--- src/rtl/watch_set_ctrl.sv ---
// watch_set_ctrl: turns debounced buttons into single-cycle adjust pulses for
// the watch datapath, with field selection, auto-repeat, idle timeout and blink.
module watch_set_ctrl #(
    parameter int unsigned HOLD_DELAY    = 50_000_000,
    parameter int unsigned REPEAT_PERIOD = 10_000_000,
    parameter int unsigned IDLE_TIMEOUT  = 1_000_000_000,
    parameter int unsigned BLINK_HALF    = 25_000_000
) (
    input  logic       clk,
    input  logic       rst,
    input  logic       i_btn_sel,
    input  logic       i_btn_up,
    input  logic       i_btn_down,
    output logic       o_tick_sec_up,
    output logic       o_tick_sec_down,
    output logic       o_tick_min_up,
    output logic       o_tick_min_down,
    output logic       o_tick_hour_up,
    output logic       o_tick_hour_down,
    output logic       o_edit,
    output logic [1:0] o_field,
    output logic       o_blink
);

    localparam int unsigned HOLD_MAX = (HOLD_DELAY > REPEAT_PERIOD) ? HOLD_DELAY : REPEAT_PERIOD;
    localparam int unsigned HOLD_W   = $clog2(HOLD_MAX + 1) + 1;
    localparam int unsigned IDLE_W   = $clog2(IDLE_TIMEOUT + 1) + 1;
    localparam int unsigned BLINK_W  = $clog2(BLINK_HALF + 1) + 1;

    typedef enum logic [1:0] {
        ST_RUN  = 2'd0,
        ST_HOUR = 2'd1,
        ST_MIN  = 2'd2,
        ST_SEC  = 2'd3
    } state_t;

    state_t              state;
    state_t              state_adv;
    logic                up_q;
    logic                down_q;
    logic                hold_active;
    logic                hold_down;
    logic                hold_rpt;
    logic [HOLD_W-1:0]   hold_cnt;
    logic [IDLE_W-1:0]   idle_cnt;
    logic [BLINK_W-1:0]  blink_cnt;

    logic                in_set;
    logic                one_btn;
    logic                press_rise;
    logic                btn_idle;
    logic                timeout;
    logic                fire;
    logic                hold_active_nx;
    logic                hold_down_nx;
    logic                hold_rpt_nx;
    logic [HOLD_W-1:0]   hold_cnt_nx;

    // Button qualification, idle-timeout detect and field advance order
    always_comb begin
        in_set     = (state != ST_RUN);
        one_btn    = i_btn_up ^ i_btn_down;
        press_rise = one_btn & (i_btn_up ? ~up_q : ~down_q);
        btn_idle   = ~i_btn_up & ~i_btn_down;
        timeout    = in_set & ~i_btn_sel & btn_idle &
                     (idle_cnt == IDLE_W'(IDLE_TIMEOUT - 1));
        case (state)
            ST_RUN:  state_adv = ST_HOUR;
            ST_HOUR: state_adv = ST_MIN;
            ST_MIN:  state_adv = ST_SEC;
            default: state_adv = ST_RUN;
        endcase
    end

    // Press-and-hold tracking: first pulse on the rising edge, then after
    // HOLD_DELAY, then every REPEAT_PERIOD; any break in the press drops it
    always_comb begin
        fire           = 1'b0;
        hold_active_nx = 1'b0;
        hold_down_nx   = hold_down;
        hold_rpt_nx    = 1'b0;
        hold_cnt_nx    = '0;
        if (in_set && !i_btn_sel && one_btn) begin
            if (press_rise) begin
                fire           = 1'b1;
                hold_active_nx = 1'b1;
                hold_down_nx   = i_btn_down;
                hold_cnt_nx    = HOLD_W'(1);
            end else if (hold_active && (hold_down == i_btn_down)) begin
                hold_active_nx = 1'b1;
                hold_rpt_nx    = hold_rpt;
                if (!hold_rpt && (hold_cnt == HOLD_W'(HOLD_DELAY))) begin
                    fire        = 1'b1;
                    hold_rpt_nx = 1'b1;
                    hold_cnt_nx = HOLD_W'(1);
                end else if (hold_rpt && (hold_cnt == HOLD_W'(REPEAT_PERIOD))) begin
                    fire        = 1'b1;
                    hold_cnt_nx = HOLD_W'(1);
                end else begin
                    hold_cnt_nx = hold_cnt + HOLD_W'(1);
                end
            end
        end
    end

    // Field FSM, counters, registered pulse routing and display flags
    always_ff @(posedge clk) begin
        if (rst) begin
            state            <= ST_RUN;
            up_q             <= 1'b0;
            down_q           <= 1'b0;
            hold_active      <= 1'b0;
            hold_down        <= 1'b0;
            hold_rpt         <= 1'b0;
            hold_cnt         <= '0;
            idle_cnt         <= '0;
            blink_cnt        <= '0;
            o_tick_sec_up    <= 1'b0;
            o_tick_sec_down  <= 1'b0;
            o_tick_min_up    <= 1'b0;
            o_tick_min_down  <= 1'b0;
            o_tick_hour_up   <= 1'b0;
            o_tick_hour_down <= 1'b0;
            o_edit           <= 1'b0;
            o_field          <= 2'd0;
            o_blink          <= 1'b0;
        end else begin
            up_q        <= i_btn_up;
            down_q      <= i_btn_down;
            hold_active <= hold_active_nx;
            hold_down   <= hold_down_nx;
            hold_rpt    <= hold_rpt_nx;
            hold_cnt    <= hold_cnt_nx;

            o_tick_hour_up   <= fire & (state == ST_HOUR) & ~i_btn_down;
            o_tick_hour_down <= fire & (state == ST_HOUR) &  i_btn_down;
            o_tick_min_up    <= fire & (state == ST_MIN)  & ~i_btn_down;
            o_tick_min_down  <= fire & (state == ST_MIN)  &  i_btn_down;
            o_tick_sec_up    <= fire & (state == ST_SEC)  & ~i_btn_down;
            o_tick_sec_down  <= fire & (state == ST_SEC)  &  i_btn_down;

            if (i_btn_sel) begin
                state     <= state_adv;
                o_field   <= 2'(state_adv);
                o_edit    <= (state_adv != ST_RUN);
                o_blink   <= (state_adv != ST_RUN);
                blink_cnt <= '0;
                idle_cnt  <= '0;
            end else if (timeout) begin
                state     <= ST_RUN;
                o_field   <= 2'd0;
                o_edit    <= 1'b0;
                o_blink   <= 1'b0;
                blink_cnt <= '0;
                idle_cnt  <= '0;
            end else if (in_set) begin
                idle_cnt <= btn_idle ? idle_cnt + IDLE_W'(1) : '0;
                if (blink_cnt == BLINK_W'(BLINK_HALF - 1)) begin
                    o_blink   <= ~o_blink;
                    blink_cnt <= '0;
                end else begin
                    blink_cnt <= blink_cnt + BLINK_W'(1);
                end
            end
        end
    end

endmodule

--- config.mk ---
export PLATFORM = sky130hd
export DESIGN_NAME = watch_set_ctrl
export DESIGN_NICKNAME = d
export VERILOG_FILES = /design/src/rtl/watch_set_ctrl.sv
export SDC_FILE = /design/constraint.sdc
export NUM_CORES = 1
export LEC_CHECK = 0
export ABC_AREA = 1
export CORE_ASPECT_RATIO = 1.1
export CORE_MARGIN = 3
export CORE_UTILIZATION = 60
export CTS_BUF_LIST = sky130_fd_sc_hd__clkbuf_4 sky130_fd_sc_hd__clkbuf_8
export CTS_CLUSTER_DIAMETER = 120
export DETAILED_ROUTE_END_ITERATION = 8
export HOLD_SLACK_MARGIN = 0.05
export PLACE_DENSITY = 0.78
export SETUP_SLACK_MARGIN = 0.15
export SYNTH_ARGS = -nofsm -noshare
export SYNTH_HDL_FRONTEND = slang
export SYNTH_SLANG_ARGS = --single-unit
--- constraint.sdc ---
create_clock -name clk -period 3 [get_ports clk]
set_input_delay 0.6 -clock clk [delete_from_list [all_inputs] [get_ports clk]]
set_output_delay 0.6 -clock clk [all_outputs]
set_load 0.05 [all_outputs]
After elaboration in Yosys (flattened, before gate mapping)
Index checks and enable logic that the tools add are counted.
Cells by class
  $add $sub $neg: 3
  equality and inequality tests: 8
  multiplexer cells: 23
  bitwise logic cells: 23
  reductions and logical operators: 19
Operators with widths (count)
  31-bit by 1-bit adder with 31-bit output, second input constant: 1
  31-bit by 30-bit equality test with 1-bit output, second input constant: 1
  31-bit 2-to-1 mux: 1
  27-bit by 1-bit adder with 27-bit output, second input constant: 1
  27-bit by 24-bit equality test with 1-bit output, second input constant: 1
  27-bit by 26-bit equality test with 1-bit output, second input constant: 1
  26-bit by 1-bit adder with 26-bit output, second input constant: 1
  26-bit by 25-bit equality test with 1-bit output, second input constant: 1
  26-bit 2-to-1 mux: 1
  1-bit 2-to-1 mux: 18
  1-bit bitwise AND: 14
  1-bit inverter: 8
  2-bit one-hot mux with 3 select lines: 1
  2-bit nonzero test: 3
  3-bit nonzero test: 2
  6-bit OR reduction: 1
  1-bit logical AND: 5
  2-bit equality test, second input constant: 2
  2-bit 2-to-1 mux: 2
  2-bit AND reduction: 2
  4-bit OR reduction: 1
  3-bit OR reduction: 1
  2-bit by 1-bit equality test with 1-bit output, second input constant: 1
  1-bit zero test: 2
  4 further kinds: 4
Storage, ports and cells
  register bits: 99
  bits of input ports: 5
  output and inout port bits: 10
  word-level logic and storage cells: 94

Logic depth before layout (Yosys ltp)
  depth after elaboration: 9
  depth in mapped cells: 12
  depth with buffers taken out: 11

Worst setup path before layout
OpenSTA, ideal clock, no wires.
  path type: reg-to-reg
  from: reg state[0]
  to: reg idle_cnt[24]
  library setup time: 0.116 ns
  arrival time: 2.054 ns
  data required time: 2.884 ns
  path slack: 0.831 ns
  stages on the path, launching flop included: 11
  clock period less this slack: 2.169 ns
  cell sequence: dfxtp_1 > inv_1 > ha_1 > buf_4 > nor2_1 > nand2_1 > nor2_1 > nand4_1 > inv_1 > nand2_1 > and3_1
Between the ends
  longest elaborated chain between the ends: 5
RTL lines
  from (decl): line 37  | state_t state;
  from (signal assigned): line 143  | state <= state_adv;
  2-bit nonzero test *: line 61  | in_set = (state != ST_RUN);
  1-bit bitwise AND (3 in a row): line 65  | timeout = in_set & ~i_btn_sel & btn_idle &
  3-bit OR reduction (no source line)
  to (signal assigned): line 157  | idle_cnt <= btn_idle ? idle_cnt + IDLE_W'(1) : '0;
  to (decl): line 45  | logic [IDLE_W-1:0] idle_cnt;
Every way passes the cells marked *; elsewhere a longest branch is shown, timed or not.
A chain may end at the register's enable or synchronous reset.

Worst setup path after layout
  from: in i_btn_down
  to: reg idle_cnt[21]
Between the ends
  longest elaborated chain between the ends: 5
  elaborated cells on any way between the ends: 6
  those cells by class: mux: 1; bitwise: 4; reduce/logical: 1
RTL lines
  from (decl): line 13  | input logic i_btn_down,
  1-bit inverter *: line 64  | btn_idle = ~i_btn_up & ~i_btn_down;
  1-bit bitwise AND *: line 64
  1-bit bitwise AND (2 in a row): line 65
  3-bit OR reduction (no source line)
Marks and branches as above.

==> impl_results.md <==
- Run status: finished, final reports clean
- Met1 GRT Util: 31.1%
- CTS Root Cell: clkbuf_8
- Most common cell after layout, fill and taps aside: nand2_1
- Hold slack: around 0.46 ns
- CTS tree: done
- GRT busiest layer: met2
- Die span in x: 94.9 um
- Final TNS setup: 0 ns
- Fin crit period: 2.31 ns
- Clk_lat worst skew: 0.37 ns
- Peak supply drop: ~0.19 mV
- Clock Skews: about 0.014 ns
- Total number of vias: roughly 4.8k
- Worst slew pin tran: about 0.54 ns
- Sequential Area: ~2000 um^2
- Final Util: between 60% and 70%
- Post-DR wirelength/cell: 12.2 um
- Sequential fraction of the synthesis area: 38.0%
- Type of origin of the critical path: input port
- Antenna Nets Post-Route: 0
- Grt ovf: 0
- Crit-path max FO: 18
- P&R area growth vs syn: 8.10%
- Drt total wl: 11,400 um
- FF+latch count, synth: 99
- IO Port Bufs: 14
- Critical Path AT: 2.61 ns
- Critical Path RT: 3.30 ns
- Maxcap violations: 0
- Row count: 35
- Footprint of the multi-input gates: 2750 um^2
- # clock sinks: a little under 100
- Htree depth: 3
- First-pass GRT wire length: between 15,000 and 20,000 um
- Syn Inst Count: between 700 and 800
- Most frequent cells in the layout: nand2_1, nor2_1, inv_1
- Critical path type: input port to flop
- CP Depth: 9
- Final period util: 77.0%
- Unrepaired setup endpoints after global routing: false
- Fraction of layout instances using a drive strength above 1: 5.39%
- Setup-failing EPs final: 0
- Die area: 9860 um^2
- Ant diodes: 0
- Longest Clk Path Bufs: 2
- # hold bufs at CTS: 0
- Grt met3 use: 3.63%
- Total track usage: 24.6%
- Vias/cell: 5.18
- Top Ports: 15
- CTS buffer count: 9
- Worst hold path depth: 2
- Top delay family on crit path: simple AND/OR/NAND/NOR gates
- Finished Cell Area: 5640 um^2
- RePlAce Congestion: 0.909
- Worst hold path type: flop to flop
- Slowest Stage Delay on Critical Path: 0.50 ns
- Post-Syn Area per Cell: 6.58 um^2
- Syn_nets: 808
- Dpl hpwl: 8520 um
- CP Buf/Inv Count: 3
- Die H: 104 um
- Filler cell count: 792
- Total leakage power: 2.11 nW
- Clock slew at reported path FFs: ~0.09 ns
- Vias in the first global route: between 4k and 5k
- DR DRC count: 0
- 1st-pass router iterations: 5
- Final #Nets: 827
- Synth Warn #: 0
- Post-CTS Resized: 0
- Post-CTS setup buffer count: 0
- Initial core utilization: between 60 and 70%
- Initial antenna violation count: 0
- Worst reg2reg path depth: 9
- M2 GR Usage: 42.3%
- Power density over the cells: 404 nW/um^2
- Core area: 8410 um^2
- Post-synthesis cell type count: 36
- Rel. slew slack: 64.1%
- Netlist Area Pre-Place: 5220 um^2
- Critical Path, Cell by Cell: clkdlybuf4s50_1 -> inv_1 -> ha_1 -> and2_1 -> nand3_2 -> nand2_2 -> nor2_2 -> inv_2 -> nor2_1
- Final Power: 2.28 mW
- First DRT Iteration DRCs: 205
- CP endpoint kind: flop
- Final hold vios: 0
- Pin count of the biggest net entering global routing: 22
- Max Fclk: 433 MHz
- Max stage delay cell, worst path: clkdlybuf4s50_1
- Placed Area: around 5500 um^2
- Fin. max-slew vios: 0
==> sequential cells by signal (all words and copies together) (netlist names) <==
register	flops
down_q	1
state	2
hold_rpt	1
o_tick_min_up	1
idle_cnt	31
o_blink	1
o_tick_min_down	1
o_tick_sec_up	1
hold_cnt	27
o_tick_hour_down	1
o_tick_sec_down	1
blink_cnt	26
up_q	1
o_tick_hour_up	1
hold_down	1
o_edit	1
hold_active	1
==> synthesized netlist by cell type, drive strengths merged <==
master	n	area, um^2
a21oi	18	90.1
a311oi	1	8.76
a31oi	2	12.5
and2	1	6.26
and3	4	25.0
buf	8	55.1
clkinv	1	3.75
dfxtp	99	1980
ha	10	125
inv	114	430
nand2	183	694
nand3	54	275
nand3b	2	15.0
nand4	22	138
nor2	188	758
nor3	22	120
nor3b	2	15.0
nor4	5	31.3
o21a	1	7.51
o21ai	14	70.1
o21bai	2	15.0
o22ai	2	12.5
o32ai	1	8.76
or2	1	6.26
xnor2	11	96.3
xor2	25	219
==> cell type report <==
class / instances / share of cell area, %
tap: 111 / 2.46
inverter: 115 / 7.69
sequential: 99 / 35.1
multi-input combinational: 571 / 48.7
clock inverter: 5 / 0.687
timing repair buffer: 16 / 2.75
clock buffer: 11 / 2.57
==> worst paths after layout <==
path | start | to | slack [ns]
worst min-delay path | o_edit$_SDFFE_PP0P_ | o_edit$_SDFFE_PP0P_ | 0.46
worst max-delay path | i_btn_down | idle_cnt[21]$_SDFFE_PP0N_ | 0.69
worst max register to register | state[0]$_SDFFE_PP0P_ | blink_cnt[21]$_SDFFE_PP0N_ | 0.82
worst min register to register | o_edit$_SDFFE_PP0P_ | o_edit$_SDFFE_PP0P_ | 0.46
==> layer usage <==
metal  share of wire [%]  routed length, um
met2                  49               5530
met3                 3.4                392
met4                 2.2                245
met5                   0                  0
met1                  46               5200
==> power breakdown <==
| part | leakage [nW] | switching (mW) | internal (mW) |
|---|---|---|---|
| clock | 0.0812 | 0.476 | 0.335 |
| sequential | 0.799 | 0.00809 | 1.32 |
| combinational | 1.23 | 0.0988 | 0.0399 |
| total | 2.11 | 0.583 | 1.70 |
==> stage by stage <==
step	worst slack, ns	std cells
floorplan	0.831	793
global placement	0.468	912
detailed placement	0.342	912
CTS	0.693	928
global route	0.485	928
finish	0.690	928
==> cells by family (layout without fill, tap and decap cells) <==
group | after synthesis | after routing | share of synthesized area, %
and+or+nand+nor | 484 | 484 | 39.9
buffers and inverters | 123 | 147 | 9.37
DFF | 99 | 99 | 38.0
AOI/OAI and AO/OA | 41 | 41 | 4.31
xor gates and xnor gates | 36 | 36 | 6.04
adders and majority gates | 10 | 10 | 2.40
==> tightest hold or removal path, stage by stage, from the launching register on <==
cell	delay, ns
dfxtp_1	0.32
nand2_1	0.06
nand2_1	0.04
Power figures use the tool's default switching activity.
